==> config.mk <==
export PLATFORM = sky130hd
export DESIGN_NAME = soc_rtc_ctrl
export DESIGN_NICKNAME = d
export VERILOG_FILES = /design/src/rtl/soc_rtc_ctrl.sv
export SDC_FILE = /design/constraint.sdc
export NUM_CORES = 1
export LEC_CHECK = 0
export ABC_AREA = 0
export CAP_MARGIN = 25
export CORE_MARGIN = 2
export CORE_UTILIZATION = 50
export DETAILED_ROUTE_END_ITERATION = 10
export PLACE_DENSITY = 0.8
export SLEW_MARGIN = 20
export SYNTH_ARGS = -nofsm -noshare
export SYNTH_HDL_FRONTEND = slang
export SYNTH_SLANG_ARGS = --single-unit
==> constraint.sdc <==
create_clock -name clk -period 3.04 [get_ports clk]
set_input_delay 0.304 -clock clk [delete_from_list [all_inputs] [get_ports clk]]
set_output_delay 0.304 -clock clk [all_outputs]
set_load 0.005 [all_outputs]
==> src/rtl/soc_rtc_ctrl.sv <==
// Bus-side controller for the RTC core: sequences CPU COUNT accesses through the
// rtc_we/rtc_ready handshake, keeps a shadow of the count and raises an alarm irq.
module soc_rtc_ctrl #(
  parameter int IO_MAP_WIDTH   = 32,
  parameter int TIMEOUT_CYCLES = 64
) (
  input  logic                    clk,
  input  logic                    rst,
  input  logic                    io_sel,
  input  logic                    io_we,
  input  logic [1:0]              io_addr,
  input  logic [IO_MAP_WIDTH-1:0] io_wdata,
  output logic [IO_MAP_WIDTH-1:0] io_rdata,
  output logic                    io_ready,
  output logic [IO_MAP_WIDTH-1:0] rtc_wdata,
  output logic                    rtc_we,
  input  logic [IO_MAP_WIDTH-1:0] rtc_rdata,
  input  logic                    rtc_ready,
  output logic                    irq,
  output logic [1:0]              dbg_state
);

  // CPU handshake: io_sel is held with addr/we/wdata stable until the single
  // io_ready cycle; the RTC accepts a load on any edge with rtc_we & rtc_ready.
  localparam int TW = $clog2(TIMEOUT_CYCLES + 1);
  localparam logic [TW-1:0] TMO_MAX = TW'(TIMEOUT_CYCLES);

  typedef enum logic [1:0] {
    IDLE   = 2'd0,
    ACK    = 2'd1,
    RTC_WR = 2'd2,
    RTC_RD = 2'd3
  } state_t;

  state_t                  r_state;
  state_t                  w_next;
  logic [TW-1:0]           r_tcnt;
  logic [IO_MAP_WIDTH-1:0] r_io_rdata;
  logic [IO_MAP_WIDTH-1:0] r_rtc_wdata;
  logic                    r_rtc_we;
  logic [IO_MAP_WIDTH-1:0] r_alarm;
  logic [IO_MAP_WIDTH-1:0] r_shadow;
  logic                    r_alarm_en;
  logic                    r_pending;
  logic                    r_timeout;
  logic                    r_match_q;

  logic                    w_reg_acc;
  logic                    w_start_wr;
  logic                    w_start_rd;
  logic                    w_wr_done;
  logic                    w_rd_done;
  logic                    w_tmo;
  logic                    w_waiting;
  logic                    w_match;
  logic                    w_pend_set;
  logic                    w_ctrl_wr;
  logic [IO_MAP_WIDTH-1:0] w_reg_rdata;

  always_ff @(posedge clk) begin
    if (rst) r_state <= IDLE;
    else     r_state <= w_next;
  end

  always_comb begin
    w_next     = r_state;
    w_reg_acc  = 1'b0;
    w_start_wr = 1'b0;
    w_start_rd = 1'b0;
    w_wr_done  = 1'b0;
    w_rd_done  = 1'b0;
    w_tmo      = 1'b0;
    w_waiting  = 1'b0;
    case (r_state)
      IDLE: begin
        if (io_sel) begin
          if (io_addr != 2'd0) begin
            w_reg_acc = 1'b1;
            w_next    = ACK;
          end else if (io_we) begin
            w_start_wr = 1'b1;
            w_next     = RTC_WR;
          end else begin
            w_start_rd = 1'b1;
            w_next     = RTC_RD;
          end
        end
      end
      RTC_WR, RTC_RD: begin
        if (rtc_ready) begin
          w_wr_done = (r_state == RTC_WR);
          w_rd_done = (r_state == RTC_RD);
          w_next    = ACK;
        end else if (r_tcnt == TMO_MAX) begin
          w_tmo  = 1'b1;
          w_next = ACK;
        end else begin
          w_waiting = 1'b1;
        end
      end
      ACK:     w_next = IDLE;
      default: w_next = IDLE;
    endcase
  end

  always_comb begin
    w_reg_rdata = '0;
    case (io_addr)
      2'd1:    w_reg_rdata = r_alarm;
      2'd2:    w_reg_rdata = {{(IO_MAP_WIDTH-3){1'b0}}, r_timeout, r_pending, r_alarm_en};
      default: w_reg_rdata = '0;
    endcase
  end

  assign w_match    = (r_shadow == r_alarm);
  assign w_pend_set = w_match & ~r_match_q & r_alarm_en;
  assign w_ctrl_wr  = w_reg_acc & io_we & (io_addr == 2'd2);

  always_ff @(posedge clk) begin
    if (rst) begin
      r_tcnt      <= '0;
      r_io_rdata  <= '0;
      r_rtc_wdata <= '0;
      r_rtc_we    <= 1'b0;
      r_alarm     <= '0;
      r_shadow    <= '0;
      r_alarm_en  <= 1'b0;
      r_pending   <= 1'b0;
      r_timeout   <= 1'b0;
      r_match_q   <= 1'b0;
    end else begin
      r_match_q <= w_match;
      if (w_start_wr || w_start_rd) r_tcnt <= '0;
      else if (w_waiting)           r_tcnt <= r_tcnt + 1'b1;

      if (w_start_wr) begin
        r_rtc_wdata <= io_wdata;
        r_rtc_we    <= 1'b1;
      end else if (w_wr_done || w_tmo) begin
        r_rtc_we <= 1'b0;
      end

      if (w_reg_acc && !io_we)                 r_io_rdata <= w_reg_rdata;
      else if (w_rd_done)                      r_io_rdata <= rtc_rdata;
      else if (w_tmo && (r_state == RTC_RD))   r_io_rdata <= '1;

      // Shadow tracks the core while idle and follows every completed access.
      if (w_wr_done)                             r_shadow <= r_rtc_wdata;
      else if (w_rd_done)                        r_shadow <= rtc_rdata;
      else if ((r_state == IDLE) && rtc_ready)   r_shadow <= rtc_rdata;

      if (w_reg_acc && io_we && (io_addr == 2'd1)) r_alarm <= io_wdata;
      if (w_ctrl_wr) r_alarm_en <= io_wdata[0];
      // A hardware set on the same edge as a W1C clear takes precedence.
      r_pending <= w_pend_set | (r_pending & ~(w_ctrl_wr & io_wdata[1]));
      r_timeout <= w_tmo      | (r_timeout & ~(w_ctrl_wr & io_wdata[2]));
    end
  end

  assign io_rdata  = r_io_rdata;
  assign io_ready  = (r_state == ACK);
  assign rtc_wdata = r_rtc_wdata;
  assign rtc_we    = r_rtc_we;
  assign irq       = r_pending & r_alarm_en;
  assign dbg_state = r_state;

endmodule

## Yosys cells after proc, flatten, opt, wreduce, memory -nomap -nowiden

Cells that the tools add are included.

- Bits in registers: 142
- Output and inout port bits: 69

- $add $sub $neg: 1
- Equality and inequality tests: 9
- Muxes and demuxes: 36
- Bitwise gates (word level): 14
- Reductions and logical operators: 16

Operators by type and width:

| kind | count |
|---|---|
| 2-to-1 mux 32 bit | 6 |
| one-hot mux 32 bit (2 select lines) | 1 |
| == test 32 bit | 1 |
| 2-to-1 mux 1 bit | 24 |
| bitwise AND 1 bit | 9 |
| 2-to-1 mux 2 bit | 4 |
| adder 7 x 1 -> 7 bit, second input constant | 1 |
| == test 7 bit, second input constant | 1 |
| == test 2 bit, second input constant | 3 |
| one-hot mux 2 bit (3 select lines) | 1 |
| nonzero test 3 bit | 2 |
| logical AND 1 bit | 5 |
| == test 2 x 1 -> 1 bit, second input constant | 2 |
| nonzero test 2 bit | 2 |
| OR reduction 2 bit | 2 |
| inequality test 3 bit, second input constant | 1 |
| NOT 1 bit | 3 |
| zero test 2 bit | 1 |
| logical OR 1 bit | 2 |
| inequality test 2 bit, second input constant | 1 |
| OR 1 bit | 2 |
| AND reduction 2 bit | 1 |
| zero test 1 bit | 1 |

## Longest topological paths before layout

- Word-level depth: 10
- Gate-level depth with buffers: 8
- Mapped depth without buffers: 7

## Worst setup path before layout

Ideal clock, no wire load.

- Path type: register -> register
- From: reg r_tcnt[0]
- To: reg r_io_rdata[10], in the netlist io_rdata[10]
- Arrival time: 1.619 ns
- Data required time: 2.937 ns
- Slack: 1.317 ns
- Stages on the path, launching flop included: 9
- Path buffers: 1
- Period minus slack after synthesis: 1.723 ns
- Cell sequence: dfxtp_1 inv_1 ha_1 nor2b_2 and3_1 nor2_1 o31a_4 buf_6 a2111oi_2

- Word-level cells in the longest chain between the ends: 6

RTL lines:

| item | line | source |
|---|---|---|
| start: declaration | 37 | `logic [TW-1:0] r_tcnt;` |
| start signal: assignment | 134 | `else if (w_waiting) r_tcnt <= r_tcnt + 1'b1;` |
| == test 7 bit | 94 | `end else if (r_tcnt == TMO_MAX) begin` |
| 2-to-1 mux 1 bit | 94 |  |
| 2-to-1 mux 1 bit | 90 | `if (rtc_ready) begin` |
| 2-to-1 mux 1 bit | 74 | `case (r_state)` |
| logical AND 1 bit | 145 | `else if (w_tmo && (r_state == RTC_RD)) r_io_rdata <= '1;` |
| nonzero test 3 bit (no source line) | n/a |  |
| end signal: assignment | 143 | `if (w_reg_acc && !io_we) r_io_rdata <= w_reg_rdata;` |
| end signal: assignment | 144 | `else if (w_rd_done) r_io_rdata <= rtc_rdata;` |
| end: declaration | 38 | `logic [IO_MAP_WIDTH-1:0] r_io_rdata;` |

No other way between the ends.
A chain may end at the register's enable or synchronous reset.

## Worst setup path after layout

- From: reg r_state[0], in the netlist dbg_state[0]
- To: out io_ready

- Word-level cells in the longest chain between the ends: 1

RTL lines:

| item | line | source |
|---|---|---|
| start: declaration | 35 | `state_t r_state;` |
| start signal: assignment | 62 | `else r_state <= w_next;` |
| == test 2 x 1 -> 1 bit | 161 | `assign io_ready = (r_state == ACK);` |
| end: declaration | 14 | `output logic io_ready,` |

No other way between the ends.

==> impl_metrics.env <==
export IMPL_power_density_nw_per_um2=569
export IMPL_die_w_um=116
export IMPL_vias_per_cell=5.53
export IMPL_dp_hpwl_um=11900
export IMPL_drt_wl_total_um=18100
export IMPL_antenna_found_initial=0
export IMPL_synthTopCellsByCount="dfxtp_1, nand2_1, a21oi_1"
export IMPL_cts_sinks=142
export IMPL_nNetsFinal=931
export IMPL_grt_setup_unrepaired="no"
export IMPL_synthArstFlopShare_pct=0
export IMPL_area_growth_pct=33.9
export IMPL_setup_violations=0
export IMPL_cap_viol_max_count=0
export IMPL_cts_tree="built"
export IMPL_syn_inst=736
export IMPL_power_switching_mw=1.12
export IMPL_worstHoldStart="rst"
export IMPL_cts_hold_buf=0
export IMPL_synth_largest_area_cell="dfxtp_1"
export IMPL_final_cells=1040
export IMPL_irDropWorstVdd_uv=339
export IMPL_critPathLaunchType="flip-flop"
export IMPL_io_buffers=139
export IMPL_cts_resized=0
export IMPL_yosys_warnings=0
export IMPL_drcViolationCount=0
export IMPL_r2r_start="r_tcnt[0]"
export IMPL_clockPowerShare_pct=46.4
export IMPL_slew_viol_final=0
export IMPL_clock_path_buffers=2
export IMPL_die_h_um=116
export IMPL_synth_nets=812
export IMPL_cts_buffers=17
export IMPL_ys_seq_area_share_pct=45.0
export IMPL_place_congestion=0.815
export IMPL_status="completed"
export IMPL_dr_pass1_iters=6
export IMPL_synth_most_common_cell="dfxtp_1"
export IMPL_worst_pin_slew_ns=0.665
export IMPL_period_share_pct=70.0
export IMPL_worstSetupPathType="flip-flop to primary output"
export IMPL_htreeDepth=4
export IMPL_p_sw_share_pct=23.3
export IMPL_syn_area_per_cell_um2=8.59
export IMPL_comb_power_share_pct=11.9
export IMPL_tns_ns=0
export IMPL_cts_root_buf="clkbuf_16"
export IMPL_hold_class="primary input to flip-flop"
export IMPL_max_freq_ghz=0.470
export IMPL_critPathMaxFanout=5
export IMPL_synth_area_um2=6320
export IMPL_clk_pin_slew_ns=0.06
export IMPL_drive_gt1_share_pct=9.79
export IMPL_relSlewSlack_pct=55.7
export IMPL_finalCriticalPeriod_ns=2.13
export IMPL_p_leak_nw=3.22
export IMPL_p_seq_share_pct=41.7
export IMPL_grt_first_pass_wirelength_um=28900
export IMPL_grt_ovfl_total=0
export IMPL_ys_flop_type="dfxtp_1"
export IMPL_antenna_cells=0
export IMPL_yosysTopAreaCellShare_pct=45.0
export IMPL_dp_cells=1008
export IMPL_startpoint="dbg_state[0]"
export IMPL_endpoint_kind="primary output"
export IMPL_ys_types=42
export IMPL_required_ns=2.74
export IMPL_core_region_area_um2=12500
export IMPL_grt_pass1_vias=5880
export IMPL_drtIter0Drc=503
export IMPL_rows=41
export IMPL_hold_viol_final=0
export IMPL_grt_start_max_net_pins=65
export IMPL_via_count=5750
export IMPL_io_pins=140
export IMPL_synth_edf_count=0
export IMPL_initial_core_util_pct=50.7
export IMPL_ys_top_cells_by_area="dfxtp_1, nand2_1, a21oi_1"
export IMPL_ys_ff_latch=142
export IMPL_post_cts_buffers=0
export IMPL_finClkSkew_ns=0.0121
export IMPL_grt_use_total_pct=27.3
export IMPL_cp_arrival_ns=1.82
export IMPL_p_int_mw=3.69
export IMPL_drtAntennaViolNets=0
export IMPL_nFillCells=999
export IMPL_wire_per_inst_um=17.4
export IMPL_dieArea_um2=13600
export IMPL_insertion_delay_ns=0.41
export IMPL_holdWs_ns=0.341
[metrics by stage]
| stage | util, % | setup WS [ns] | power (mW) | cell area, µm² |
|---|---|---|---|---|
| finish | 67.9 | 0.912 | 4.81 | 8460 |
| global placement | 62.7 | 0.777 | 2.59 | 7820 |
| floorplan | - | 1.32 | 2.33 | 6320 |
| global route | 67.9 | 0.802 | 4.97 | 8460 |
| detailed placement | 62.7 | 0.675 | 2.61 | 7820 |
| CTS | 67.9 | 0.916 | 4.82 | 8460 |
[power groups by stage]
stage | Clock (mW) | Combinational (mW) | Sequential [mW]
2_1_floorplan | 0 | 0.296 | 2.04
5_1_grt | 2.34 | 0.619 | 2.02
4_1_cts | 2.25 | 0.571 | 2.01
6_report | 2.24 | 0.571 | 2.01
3_3_place_gp | 0 | 0.550 | 2.04
3_5_place_dp | 0 | 0.564 | 2.05
[state kept, by name (all words and copies together), names as in the netlist]
| signal | count |
|---|---|
| io_rdata | 32 |
| r_alarm | 32 |
| r_shadow | 32 |
| rtc_wdata | 32 |
| r_tcnt | 7 |
| dbg_state | 2 |
| r_alarm_en | 1 |
| r_match_q | 1 |
| r_pending | 1 |
| r_timeout | 1 |
| rtc_we | 1 |
[logic make-up after synthesis]
group                    synth area share (%)
XOR/XNOR                                 4.71
multiplexers                             5.23
AO/OA/AOI/OAI                            21.2
adder cells (fa/ha/maj)                 0.990
AND/OR/NAND/NOR                          16.5
buffers and inverters                    6.41
flip-flops                               45.0
[worst paths after layout]
check / end / slack [ns] / cells past startpoint
worst min-delay path: dbg_state[1] / 0.34 / 2
worst max-delay path: io_ready / 0.91 / 3
worst min register to register: io_rdata[6] / 0.47 / 2
worst max register to register: io_rdata[0] / 0.91 / 7
[layout make-up]
| class | instances | area [µm²] | share of cell area [%] |
|---|---|---|---|
| sequential | 142 | 2840 | 33.6 |
| multi-input combinational | 498 | 3080 | 36.4 |
| tap | 172 | 215 | 2.54 |
| inverter | 43 | 161 | 1.91 |
| clock inverter | 10 | 159 | 1.88 |
| clock buffer | 22 | 484 | 5.72 |
| timing repair buffer | 153 | 1520 | 18.0 |
[layer usage]
layer	vias to the layer above	global-route usage [%]	part of all wire (%)	wire (µm)
met5	-	0	0	0
met4	0	10.1	1.9	351
met2	229	47.7	51	9210
li1	2739	-	-	-
met3	36	5.97	6.3	1140
met1	2746	33.1	41	7400
[layout by cell type, fill, tap and decap left out, drive strengths merged, types with 15 or more instances in the layout]
master	n
dfxtp	142
inv	43
clkdlybuf4s50	138
a2111oi	33
clkbuf	22
a21oi	101
mux2i	33
nand2	137
buf	15
a211oi	33
nor2	81
xnor2	22
[worst max-delay path, cell delays in order (launching register included)]
cell	delay [ns]
dfxtp_1	0.45
inv_1	0.17
nor2_1	0.25
clkdlybuf4s50_1	0.55
No activity file was read; power rests on OpenSTA's default activity.
